--- config.mk ---
export PLATFORM = sky130hd
export DESIGN_NAME = bcd_to_bin_seq_flat
export DESIGN_NICKNAME = d
export VERILOG_FILES = /design/src/rtl/bcd_to_bin_seq_pkg.sv /design/src/rtl/bcd_to_bin_seq_if.sv /design/src/rtl/bcd_to_bin_seq_digit_adjust.sv /design/src/rtl/bcd_to_bin_seq.sv /design/src/flat_wrapper.sv
export SDC_FILE = /design/constraint.sdc
export NUM_CORES = 1
export LEC_CHECK = 0
export BUFFER_PORTS_ARGS = -buffer_cell sky130_fd_sc_hd__buf_4
export CORE_ASPECT_RATIO = 0.8
export CORE_MARGIN = 2
export CORE_UTILIZATION = 40
export CTS_BUF_LIST = sky130_fd_sc_hd__clkbuf_4 sky130_fd_sc_hd__clkbuf_8 sky130_fd_sc_hd__clkbuf_16
export DETAILED_ROUTE_END_ITERATION = 10
export MAX_ROUTING_LAYER = met4
export SYNTH_ARGS = -nofsm -noshare
export SYNTH_HDL_FRONTEND = slang
export SYNTH_HIERARCHICAL = 1
export SYNTH_SLANG_ARGS = --single-unit
--- constraint.sdc ---
create_clock -name clk -period 1.3 [get_ports clk]
set_input_delay 0.065 -clock clk [delete_from_list [all_inputs] [get_ports clk]]
set_output_delay 0.065 -clock clk [all_outputs]
set_load 0.05 [all_outputs]
--- src/rtl/bcd_to_bin_seq_pkg.sv ---
// Shared definitions for the sequential BCD-to-binary converter:
// FSM state encoding, result-width function and BCD digit constants.
// Imported by the interface, the digit-adjust cell and the top.
package bcd_pkg;

   // Converter control states
   typedef enum logic [1:0] {
      ST_IDLE  = 2'd0,
      ST_SHIFT = 2'd1,
      ST_DONE  = 2'd2
   } state_t;

   // Largest legal BCD digit, and the reverse double-dabble correction
   localparam logic [3:0] BCD_MAX    = 4'd9;
   localparam logic [3:0] ADJ_THRESH = 4'd8;
   localparam logic [3:0] ADJ_VAL    = 4'd3;

   // Iteration counter width; covers up to 14 iterations
   localparam int CNT_W = 4;

   // Binary width needed to hold 10^n - 1 exactly
   function automatic int bin_w(input int n_digits);
      case (n_digits)
         1:       return 4;
         2:       return 7;
         3:       return 10;
         default: return 14;
      endcase
   endfunction

endpackage

--- src/rtl/bcd_to_bin_seq_if.sv ---
// Request/result bundle between a requester and the BCD-to-binary converter.
// Master drives start/bcd_in; slave returns busy/done/bin_out/error.
// Result width follows the digit count through the package width function.
interface bcd_to_bin_seq_if #(
   parameter int N_DIGITS = 4
);
   import bcd_pkg::*;

   localparam int BIN_W = bin_w(N_DIGITS);

   logic                    start;
   logic [4*N_DIGITS-1:0]   bcd_in;
   logic                    busy;
   logic                    done;
   logic [BIN_W-1:0]        bin_out;
   logic                    error;

   modport master (
      output start,
      output bcd_in,
      input  busy,
      input  done,
      input  bin_out,
      input  error
   );

   modport slave (
      input  start,
      input  bcd_in,
      output busy,
      output done,
      output bin_out,
      output error
   );

endinterface

--- src/rtl/bcd_to_bin_seq_digit_adjust.sv ---
// Purpose: one BCD digit's reverse double-dabble correction (subtract 3 if >= 8).
// Latency: purely combinational, zero cycles.
// Backpressure: none; always accepts its input.
module bcd_digit_adjust
   import bcd_pkg::*;
(
   input  logic [3:0] digit_in,
   output logic [3:0] digit_out
);

   // After a right shift a digit >= 8 carried in a 1 worth 5, not 8: take 3 off
   always_comb begin
      digit_out = digit_in;
      if (digit_in >= ADJ_THRESH) begin
         digit_out = digit_in - ADJ_VAL;
      end
   end

endmodule

--- src/rtl/bcd_to_bin_seq.sv ---
// Purpose: sequential BCD-to-binary converter (reverse double-dabble); optional digit check via BCD2BIN_DIGIT_CHECK_EN.
// Latency: done rises BIN_W edges after the accepting edge (BIN_W+1 counting it); 1 edge after it on a bad digit.
// Backpressure: start is only sampled in IDLE; requests while busy are dropped.
module bcd_to_bin_seq
   import bcd_pkg::*;
#(
   parameter int N_DIGITS = 4
) (
   input  logic              clk,
   input  logic              rst,
   bcd_to_bin_seq_if.slave   bus
);

   localparam int BIN_W = bin_w(N_DIGITS);
   localparam int BCD_W = 4 * N_DIGITS;

   state_t                  state_q, state_d;
   logic [BCD_W-1:0]        bcd_q, bcd_d;
   logic [BIN_W-1:0]        bin_q, bin_d;
   logic [CNT_W-1:0]        cnt_q, cnt_d;
   logic [BIN_W-1:0]        bin_out_q, bin_out_d;

   logic [BCD_W+BIN_W-1:0]  shift_all;
   logic [BCD_W-1:0]        bcd_shift;
   logic [BCD_W-1:0]        bcd_adj;
   logic [BIN_W-1:0]        bin_shift;

`ifdef BCD2BIN_DIGIT_CHECK_EN
   logic                    bad_q, bad_d;
   logic                    error_q, error_d;
   logic                    bad_in;
`endif

   // One combined right shift of {bcd, bin}: the BCD LSB falls into the binary MSB
   assign shift_all = {bcd_q, bin_q} >> 1;
   assign bcd_shift = shift_all[BCD_W+BIN_W-1:BIN_W];
   assign bin_shift = shift_all[BIN_W-1:0];

   // Per-digit correction applied to the shifted BCD register
   for (genvar g = 0; g < N_DIGITS; g++) begin : g_adj
      bcd_digit_adjust u_adj (
         .digit_in  (bcd_shift[4*g +: 4]),
         .digit_out (bcd_adj[4*g +: 4])
      );
   end

`ifdef BCD2BIN_DIGIT_CHECK_EN
   // Flag any digit above 9 on the incoming request
   always_comb begin
      bad_in = 1'b0;
      for (int i = 0; i < N_DIGITS; i++) begin
         if (bus.bcd_in[4*i +: 4] > BCD_MAX) begin
            bad_in = 1'b1;
         end
      end
   end
`endif

   // Next-state and datapath: accept in IDLE, iterate in SHIFT, present in DONE
   always_comb begin
      state_d   = state_q;
      bcd_d     = bcd_q;
      bin_d     = bin_q;
      cnt_d     = cnt_q;
      bin_out_d = bin_out_q;
`ifdef BCD2BIN_DIGIT_CHECK_EN
      bad_d     = bad_q;
      error_d   = error_q;
`endif
      case (state_q)
         ST_IDLE: begin
            if (bus.start) begin
               state_d = ST_SHIFT;
               bcd_d   = bus.bcd_in;
               bin_d   = '0;
               cnt_d   = '0;
`ifdef BCD2BIN_DIGIT_CHECK_EN
               bad_d   = bad_in;
`endif
            end
         end
         ST_SHIFT: begin
`ifdef BCD2BIN_DIGIT_CHECK_EN
            if (bad_q) begin
               // Invalid request: report it without spending the iterations
               state_d   = ST_DONE;
               bin_out_d = '0;
               error_d   = 1'b1;
            end else
`endif
            begin
               bcd_d = bcd_adj;
               bin_d = bin_shift;
               cnt_d = cnt_q + CNT_W'(1);
               if (cnt_q == CNT_W'(BIN_W - 1)) begin
                  // Last iteration: the shifted binary word is the final result
                  state_d   = ST_DONE;
                  bin_out_d = bin_shift;
`ifdef BCD2BIN_DIGIT_CHECK_EN
                  error_d   = 1'b0;
`endif
               end
            end
         end
         ST_DONE: begin
            state_d = ST_IDLE;
         end
         default: begin
            state_d = ST_IDLE;
         end
      endcase
   end

   // State and datapath registers, cleared asynchronously
   always_ff @(posedge clk or posedge rst) begin
      if (rst) begin
         state_q   <= ST_IDLE;
         bcd_q     <= '0;
         bin_q     <= '0;
         cnt_q     <= '0;
         bin_out_q <= '0;
`ifdef BCD2BIN_DIGIT_CHECK_EN
         bad_q     <= 1'b0;
         error_q   <= 1'b0;
`endif
      end else begin
         state_q   <= state_d;
         bcd_q     <= bcd_d;
         bin_q     <= bin_d;
         cnt_q     <= cnt_d;
         bin_out_q <= bin_out_d;
`ifdef BCD2BIN_DIGIT_CHECK_EN
         bad_q     <= bad_d;
         error_q   <= error_d;
`endif
      end
   end

   assign bus.busy    = (state_q != ST_IDLE);
   assign bus.done    = (state_q == ST_DONE);
   assign bus.bin_out = bin_out_q;
`ifdef BCD2BIN_DIGIT_CHECK_EN
   assign bus.error   = error_q;
`else
   assign bus.error   = 1'b0;
`endif

endmodule

--- src/flat_wrapper.sv ---
// flat-port wrapper written by rule: the top's interface ports become plain ports
module bcd_to_bin_seq_flat import bcd_pkg::*;
#(
   parameter int N_DIGITS = 4
)
  (clk, rst, bus_start, bus_bcd_in, bus_busy, bus_done, bus_bin_out, bus_error);
  bcd_to_bin_seq_if #(.N_DIGITS(N_DIGITS)) bus_i ();
  input  logic clk;
  input  logic rst;
  input wire logic [$bits(bus_i.start)-1:0] bus_start;
  input wire logic [$bits(bus_i.bcd_in)-1:0] bus_bcd_in;
  output wire logic [$bits(bus_i.busy)-1:0] bus_busy;
  output wire logic [$bits(bus_i.done)-1:0] bus_done;
  output wire logic [$bits(bus_i.bin_out)-1:0] bus_bin_out;
  output wire logic [$bits(bus_i.error)-1:0] bus_error;
  assign bus_i.start = bus_start;
  assign bus_i.bcd_in = bus_bcd_in;
  assign bus_busy = bus_i.busy;
  assign bus_done = bus_i.done;
  assign bus_bin_out = bus_i.bin_out;
  assign bus_error = bus_i.error;
  bcd_to_bin_seq #(.N_DIGITS(N_DIGITS)) u_core (.clk(clk), .rst(rst), .bus(bus_i));
endmodule
# == Word-level counts from Yosys, hierarchy flattened ==
# Cells that the tools add are included.
# word_totals
register_bits,50
in_bits,19
output_inout_bits,17
word_cells,38
# classes
add_sub_neg,5
order_cmp,4
n_eq_ne,5
n_mux,13
n_reduce_logical,6
# op_table
cell,n
case mux 16 bit (2 select lines),1
case mux 14 bit (2 select lines),1
2-to-1 mux 4 bit,5
2-to-1 mux 16 bit,1
2-to-1 mux 14 bit,1
>= comparator 4 bit (second input constant),3
subtractor 4 x 2 -> 4 bit (second input constant),3
case mux 4 bit (2 select lines),1
AND reduction 2 bit,3
adder 4 x 1 -> 4 bit (second input constant),1
equality test 4 bit (second input constant),1
>= comparator 3 x 4 -> 1 bit (second input constant),1
2-to-1 mux 2 bit,2
case mux 2 bit (2 select lines),1
nonzero test 2 bit,2
subtractor 3 x 2 -> 4 bit (second input constant),1
equality test 2 x 1 -> 1 bit (second input constant),1
equality test 2 bit (second input constant),1
logical NOT 2 bit,1
inequality test 2 x 1 -> 1 bit (second input constant),1
inequality test 2 bit (second input constant),1

# == Depth between registers and ports, before layout ==
# Gate-level depths: netlist of run 1.
# logic_depth
word_depth,3
depth_mapped,6
ltp_nobuf,6

# == Modules after synthesis ==
# The synthesis of run 1 kept the hierarchy.
# modules_own_cells
module,instances,cells_per_inst,area_each_um2,seq_area_each_um2
bcd_to_bin_seq,1,179,2232.1,1226.2
bcd_digit_adjust,4,11,76.3,0.0

# == Worst setup path before layout of run 1 ==
# Ideal clock, no wire load.
# synth_timing
path_kind,reg2out
from,register u_core.state_q[1]
to,output bus_done
arrival_time_ns,1.474
t_required_ns,1.235
path_slack_ns,-0.239
stages_incl_launch_ff,4
path_buffers,2
path_cell_list,dfrtp_1 buf_4 buf_2 nor2b_1
# synth_via
elab_chain_len,1
# synth_rtl
item,line,rtl
"start, declared",bcd_to_bin_seq.sv:17,"state_t state_q, state_d;"
"start signal, assigned",bcd_to_bin_seq.sv:127,state_q <= state_d;
equality test 2 bit,bcd_to_bin_seq.sv:140,assign bus.done = (state_q == ST_DONE);
"end, declared",flat_wrapper.sv:13,output wire logic [$bits(bus_i.done)-1:0] bus_done;
# Every way passes these cells.

# == Final worst setup path of run 1 ==
# layout_timing
from,register u_core.cnt_q[1]
to,register u_core.bin_out_q[10] (netlist: u_core/bus.bin_out[10])
# layout_via
elab_chain_len,2
# layout_rtl
item,line,rtl
"start, declared",bcd_to_bin_seq.sv:20,"logic [CNT_W-1:0] cnt_q, cnt_d;"
"start signal, assigned",bcd_to_bin_seq.sv:130,cnt_q <= cnt_d;
equality test 4 bit,bcd_to_bin_seq.sv:95,if (cnt_q == CNT_W'(BIN_W - 1)) begin
AND reduction 2 bit (no line),--,
"end signal, assigned",bcd_to_bin_seq.sv:131,bin_out_q <= bin_out_d;
"end, declared",bcd_to_bin_seq.sv:21,"logic [BIN_W-1:0] bin_out_q, bin_out_d;"
# Every way passes these cells.
# A chain may end at the register's enable or synchronous reset.

==> out/summary.txt, run 1 <==
status: complete, but fails checks
violated checks: setup timing
Synth warnings: 6
die extent in x: 93.0 um
post-DP HPWL: 3350 um
# diodes: 0
DRC Markers: 0
Peak VDD IR: 1110 uV
clk_lat worst skew: 0.30 ns
Crit. End Element: flip-flop
Iter 0 DRT Violations: 69
Synth Cell Area: 0.00254 mm^2
crit path launch type: flip-flop
total track usage: 0.164
R2R depth: 6
Setup WS post-layout: -0.153 ns
clock root buffer: clkbuf_8
crit path max fanout: 11
crit path to: u_core/bus.bin_out[10]
fin crit period: 1.45 ns
final worst clock skew: 0.00971 ns
endpoints failing hold: 0
CP arrival: 1.64 ns
largest net degree at the start of global routing: 50
core area: 0.00601 mm^2
first-pass GRT wire length: 8600 um
antenna-violating nets left: 0
Area growth syn-to-layout: 31.6%
final cell count without fillers: 373
Vias: 1811
RSZ-0062 raised after global routing: yes
Row Count: 25
CTS Buf Count: 5
final-stage net count: 320
Slew Viols, Final: 0
worst hold path class: in -> reg
share of cells above drive strength 1: 0.384
post-synthesis register bit count: 49
number of max-cap violations: 0
Initial Util: 0.423
Final Setup Violations: 17
initial antenna violation count: 0
reg2reg end: u_core/bus.bin_out[10]
clk sinks: 49
WL/cell: 13.7 um
power per cell area: 2540 mW/mm^2
Chip Height: 75.2 um
most common cell after layout, fill and taps aside: buf_4
GRT Residual Overflow: 0
number of global-route vias before repair: 1808
placed cell areas: 0.00301 mm^2
Clock Path Buffers: 2
final period utilization: 1.12
I/O pins: 36
synthesized instance count: 223
cell area after layout: 0.00334 mm^2
r2r startpoint: u_core/cnt_q[1]
routability cong.: 0.823
Netlist cell types: 35
fmax: 688 MHz
final setup TNS: -1.89 ns
Pleak: 1.59 nW
mean cell area of the mapped netlist: 11.4 um^2
H-tree Lvls: 2
Critical path origin: u_core/cnt_q[1]
Avg Vias per Cell: 4.86
sequential area share after synthesis: 0.483
Port-buffer cells: 34
Die ar.: 0.00700 mm^2
Critical Path RT: 1.49 ns
Cells after DPL: 352
CTS tree: yes
Pre-Repair DR Iteration Count: 4
Worst-path clk slew: 0.09 ns
Crit Path Class: reg -> reg
Worst R2R Setup Slack: -0.15 ns
most frequent cells in the layout: 52 x buf_4, 47 x dfrtp_1, 20 x a21oi_1
Routed WL: 5130 um
[cells in the mapped netlist, drive strengths merged]
cell    count  area share
a21oi      20       0.039
a22o       14       0.048
a22oi      12       0.049
a41oi       1      0.0035
and2        1      0.0025
and2b       1      0.0030
and3b       5       0.017
buf        12       0.039
clkbuf      2      0.0030
conb        1      0.0015
dfrtp      49        0.48
ha         10       0.049
inv        10       0.015
mux2       15       0.080
nand2      11       0.016
nand2b      5       0.015
nand3       2      0.0059
nor2        2      0.0059
nor2b      17       0.042
o21ai      22       0.043
o21bai      1      0.0044
o31ai       1      0.0030
or2         1      0.0025
xnor2       4       0.014
xor2        4       0.014
[timing repair]
| item | CTS | global route |
|---|---|---|
| resized for setup | 8 | 31 |
| hold buffers | 1 | 0 |
| setup buffers | 3 | 8 |
| pin swaps | 0 | 9 |
| endpoints found under the setup margin | 16 | 43 |
| hold endpoints to repair | 49 | 0 |
| gates cloned | 0 | 1 |
[report_power, final]
group / leakage (nW) / internal [mW] / switching, mW
clock network: 0.0512 / 0.432 / 0.512
registers: 0.621 / 2.22 / 0.595
logic: 0.914 / 2.37 / 2.34
[layer usage]
metal	track usage	routed length (um)	up-vias
li1	-	-	910
met1	0.214	2560	868
met2	0.250	2350	31
met3	0.0400	179	2
met4	0.0637	47	0
met5	-	0	-
[sequential cells by signal, summed over array words and instances (netlist names)]
| signal | count |
|---|---|
| u_core/bcd_q | 16 |
| u_core/bin_q | 13 |
| u_core/bus.bin_out | 14 |
| u_core/cnt_q | 4 |
| u_core/state_q | 2 |
[worst min-delay path by stage]
stage / slack, ns / end / start / cells after the start
after CTS: 0.02 / u_core/bcd_q[7] / bus_bcd_in[7] / 3
after global routing: 0.03 / u_core/bcd_q[7] / bus_bcd_in[7] / 3
after global placement: 0.14 / u_core/bus.bin_out[6] / rst / 3
after floorplan: 0.24 / u_core/bcd_q[6] / bus_bcd_in[6] / 2
after detailed placement: 0.14 / u_core/bus.bin_out[2] / rst / 3
final: 0.02 / u_core/bcd_q[7] / bus_bcd_in[7] / 3
[kinds of logic (layout without fill, tap and decap cells)]
kind of cell | after synthesis | after routing | synth area share
DFF | 49 | 49 | 0.483
buffers and inverters | 24 | 88 | 0.0567
adders and majority gates | 10 | 10 | 0.0493
AOI/OAI and AO/OA | 71 | 71 | 0.191
other | 1 | 6 | 0.00148
xor gates and xnor gates | 8 | 8 | 0.0276
muxes | 15 | 15 | 0.0799
and+or+nand+nor | 45 | 45 | 0.110
[worst max-delay path: stages, from the launching register on]
cell	delay, ns
dfrtp_1	0.39
inv_1	0.06
ha_2	0.18
nand3_2	0.10
nor2_4	0.13
buf_12	0.16
mux2_1	0.33
[metrics by stage]
step           power [mW]  worst slack [ns]  hold WS [ns]   util
2_1_floorplan        5.81            -0.151         0.242      -
3_3_place_gp         6.89            -0.100         0.138  0.501
3_5_place_dp         6.96            -0.138         0.140  0.501
4_1_cts              8.07            -0.153        0.0153  0.526
5_1_grt              9.17            -0.239        0.0319  0.556
6_report             8.47            -0.153        0.0249  0.556
[cell type report]
class | count | area, um^2
clock inverter | 2 | 13.8
timing repair buffer | 70 | 621
tap | 81 | 101
inverter | 10 | 37.5
fill | 526 | 2670
clock buffer | 6 | 82.6
sequential | 49 | 1230
multi-input combinational | 155 | 1250
Power figures use the tool's default switching activity.
==> run 2: changes to the inputs <==
- clock period: 1.3 -> 1.83 ns (I/O delays scaled with it)
==> out/summary.txt, run 2 (synthesis results as in run 1) <==
Chip Height: 75.2 um (unchanged)
post-DP HPWL: 3290 um (-1.9%)
Crit. End Element: flip-flop
Port-buffer cells: 34 (unchanged)
WL/cell: 14.0 um (+1.5%)
routability cong.: 0.718 (-13%)
Iter 0 DRT Violations: 97 (+41%)
CTS tree: yes
Pleak: 1.41 nW (-11%)
Metal-1 WL: 2520 um (-1.3%)
final worst clock skew: 0.00222 ns (-0.00749 ns)
Hold Buf Count CTS: 1 (unchanged)
H-tree Lvls: 2 (unchanged)
Peak VDD IR: 830 uV (-25%)
share of cells above drive strength 1: 0.270 (-0.114)
pre-CTS setup slack: 0.212 ns (+0.350 ns)
# diodes: 0 (unchanged)
status: complete, no violations
Total Power: 5.36 mW (-37%)
final period utilization: 0.910 (-0.207)
Slew @ Worst Pin: 0.928 ns
Row Count: 25 (unchanged)
clk sinks: 49 (unchanged)
clock root buffer: clkbuf_8
Critical Path RT: 2.06 ns (+0.57 ns)
Die ar.: 0.00700 mm^2 (unchanged)
area taken by multi-input logic gates: 0.00119 mm^2 (-5.5%)
Initial Util: 0.423 (unchanged)
final setup TNS: 0 ns (+1.89 ns)
Worst Hold Margin: 0.0573 ns (+0.0324 ns)
met2 wire length: 2130 um (-9.3%)
most common cell after layout, fill and taps aside: dfrtp_1
Post-CTS Setup Bufs: 0 (-3)
relative slew slack: 0.381
Clock Path Buffers: 2 (unchanged)
most frequent cells in the layout: 49 x dfrtp_1, 37 x buf_4, 20 x a21oi_1
GRT Residual Overflow: 0 (unchanged)
die extent in x: 93.0 um (unchanged)
I/O pins: 36 (unchanged)
PostCTS Resize Cnt: 0 (-8)
placed cell areas: 0.00289 mm^2 (-3.9%)
Routed WL: 4800 um (-6.4%)
Setup WS post-layout: 0.164 ns (+0.317 ns)
first-pass GRT wire length: 8290 um (-3.6%)
Vias: 1720 (-5.0%)
Worst R2R Setup Slack: 0.16 ns (+0.32 ns)
endpoints failing hold: 0 (unchanged)
Final Setup Violations: 0 (-17)
post-layout util: 0.498 (-0.0581)
number of global-route vias before repair: 1709 (-5.5%)
WL met3: 116 um (-35%)
Crit Path Class: reg -> reg
Area growth syn-to-layout: 17.9%
number of max-cap violations: 0 (unchanged)
worst hold path class: in -> reg
DR top layer: met4
Worst-path clk slew: 0.09 ns (about the same)
initial antenna violation count: 0 (unchanged)
fillers: 548 (+4.2%)
crit path max fanout: 11 (unchanged)
register area: 0.00123 mm^2 (-0.20%)
Cells after DPL: 335 (-4.8%)
clk_lat worst skew: 0.30 ns (about the same)
fin crit period: 1.67 ns (+0.213 ns)
largest net degree at the start of global routing: 26 (-48%)
Largest register FFs: 16 (unchanged)
total track usage: 0.157 (-0.00725)
Pre-Repair DR Iteration Count: 4 (unchanged)
crit path launch type: flip-flop
fmax: 600 MHz (-13%)
core area: 0.00601 mm^2 (unchanged)
CTS Buf Count: 5 (unchanged)
CP arrival: 1.89 ns (+0.25 ns)
Slew Viols, Final: 0 (unchanged)
final cell count without fillers: 344 (-7.8%)
power per cell area: 1790 mW/mm^2 (-29%)
Avg Vias per Cell: 5.00 (+3.0%)
RSZ-0062 raised after global routing: no
Top reg by flops: u_core/bcd_q
antenna-violating nets left: 0 (unchanged)
final-stage net count: 291 (-9.1%)
cell area after layout: 0.00299 mm^2 (-10%)
DRC Markers: 0 (unchanged)
-- run 2: report_power, final --
part           switching, mW  internal, mW  leakage [nW]  total [mW]
Clock                  0.362         0.285        0.0408       0.646
Combinational           1.43          1.21         0.750        2.64
Sequential             0.502          1.57         0.623        2.07
-- run 2: cell type report --
cell class                 instances  area share
clock inverter                     2     0.00502
timing repair buffer              41       0.116
inverter                          10      0.0126
tap                               81      0.0339
multi-input combinational        155       0.397
sequential                        49       0.410
clock buffer                       6      0.0255
-- run 2: worst paths after layout --
path	cells after the start	from	endpoint
setup / recovery	3	u_core/state_q[1]	u_core/bcd_q[3]
hold / removal	3	bus_bcd_in[4]	u_core/bcd_q[4]
setup reg to reg	3	u_core/state_q[1]	u_core/bcd_q[3]
hold reg to reg	1	u_core/bus.bin_out[9]	u_core/bus.bin_out[9]
max in group asynchronous	4	rst	u_core/bin_q[1]
min in group asynchronous	3	rst	u_core/bus.bin_out[6]
-- run 2: routing by layer --
layer | vias up | track usage
met2 | 26 | 0.225
met4 | 0 | 0.0539
met5 | - | -
met1 | 841 | 0.225
li1 | 851 | -
met3 | 2 | 0.0270
-- run 2: critical path, stage by stage, from the launching register on --
cell	delay, ns
dfrtp_1	0.50
nor2b_1	0.74
a21oi_1	0.18
o21ai_1	0.16
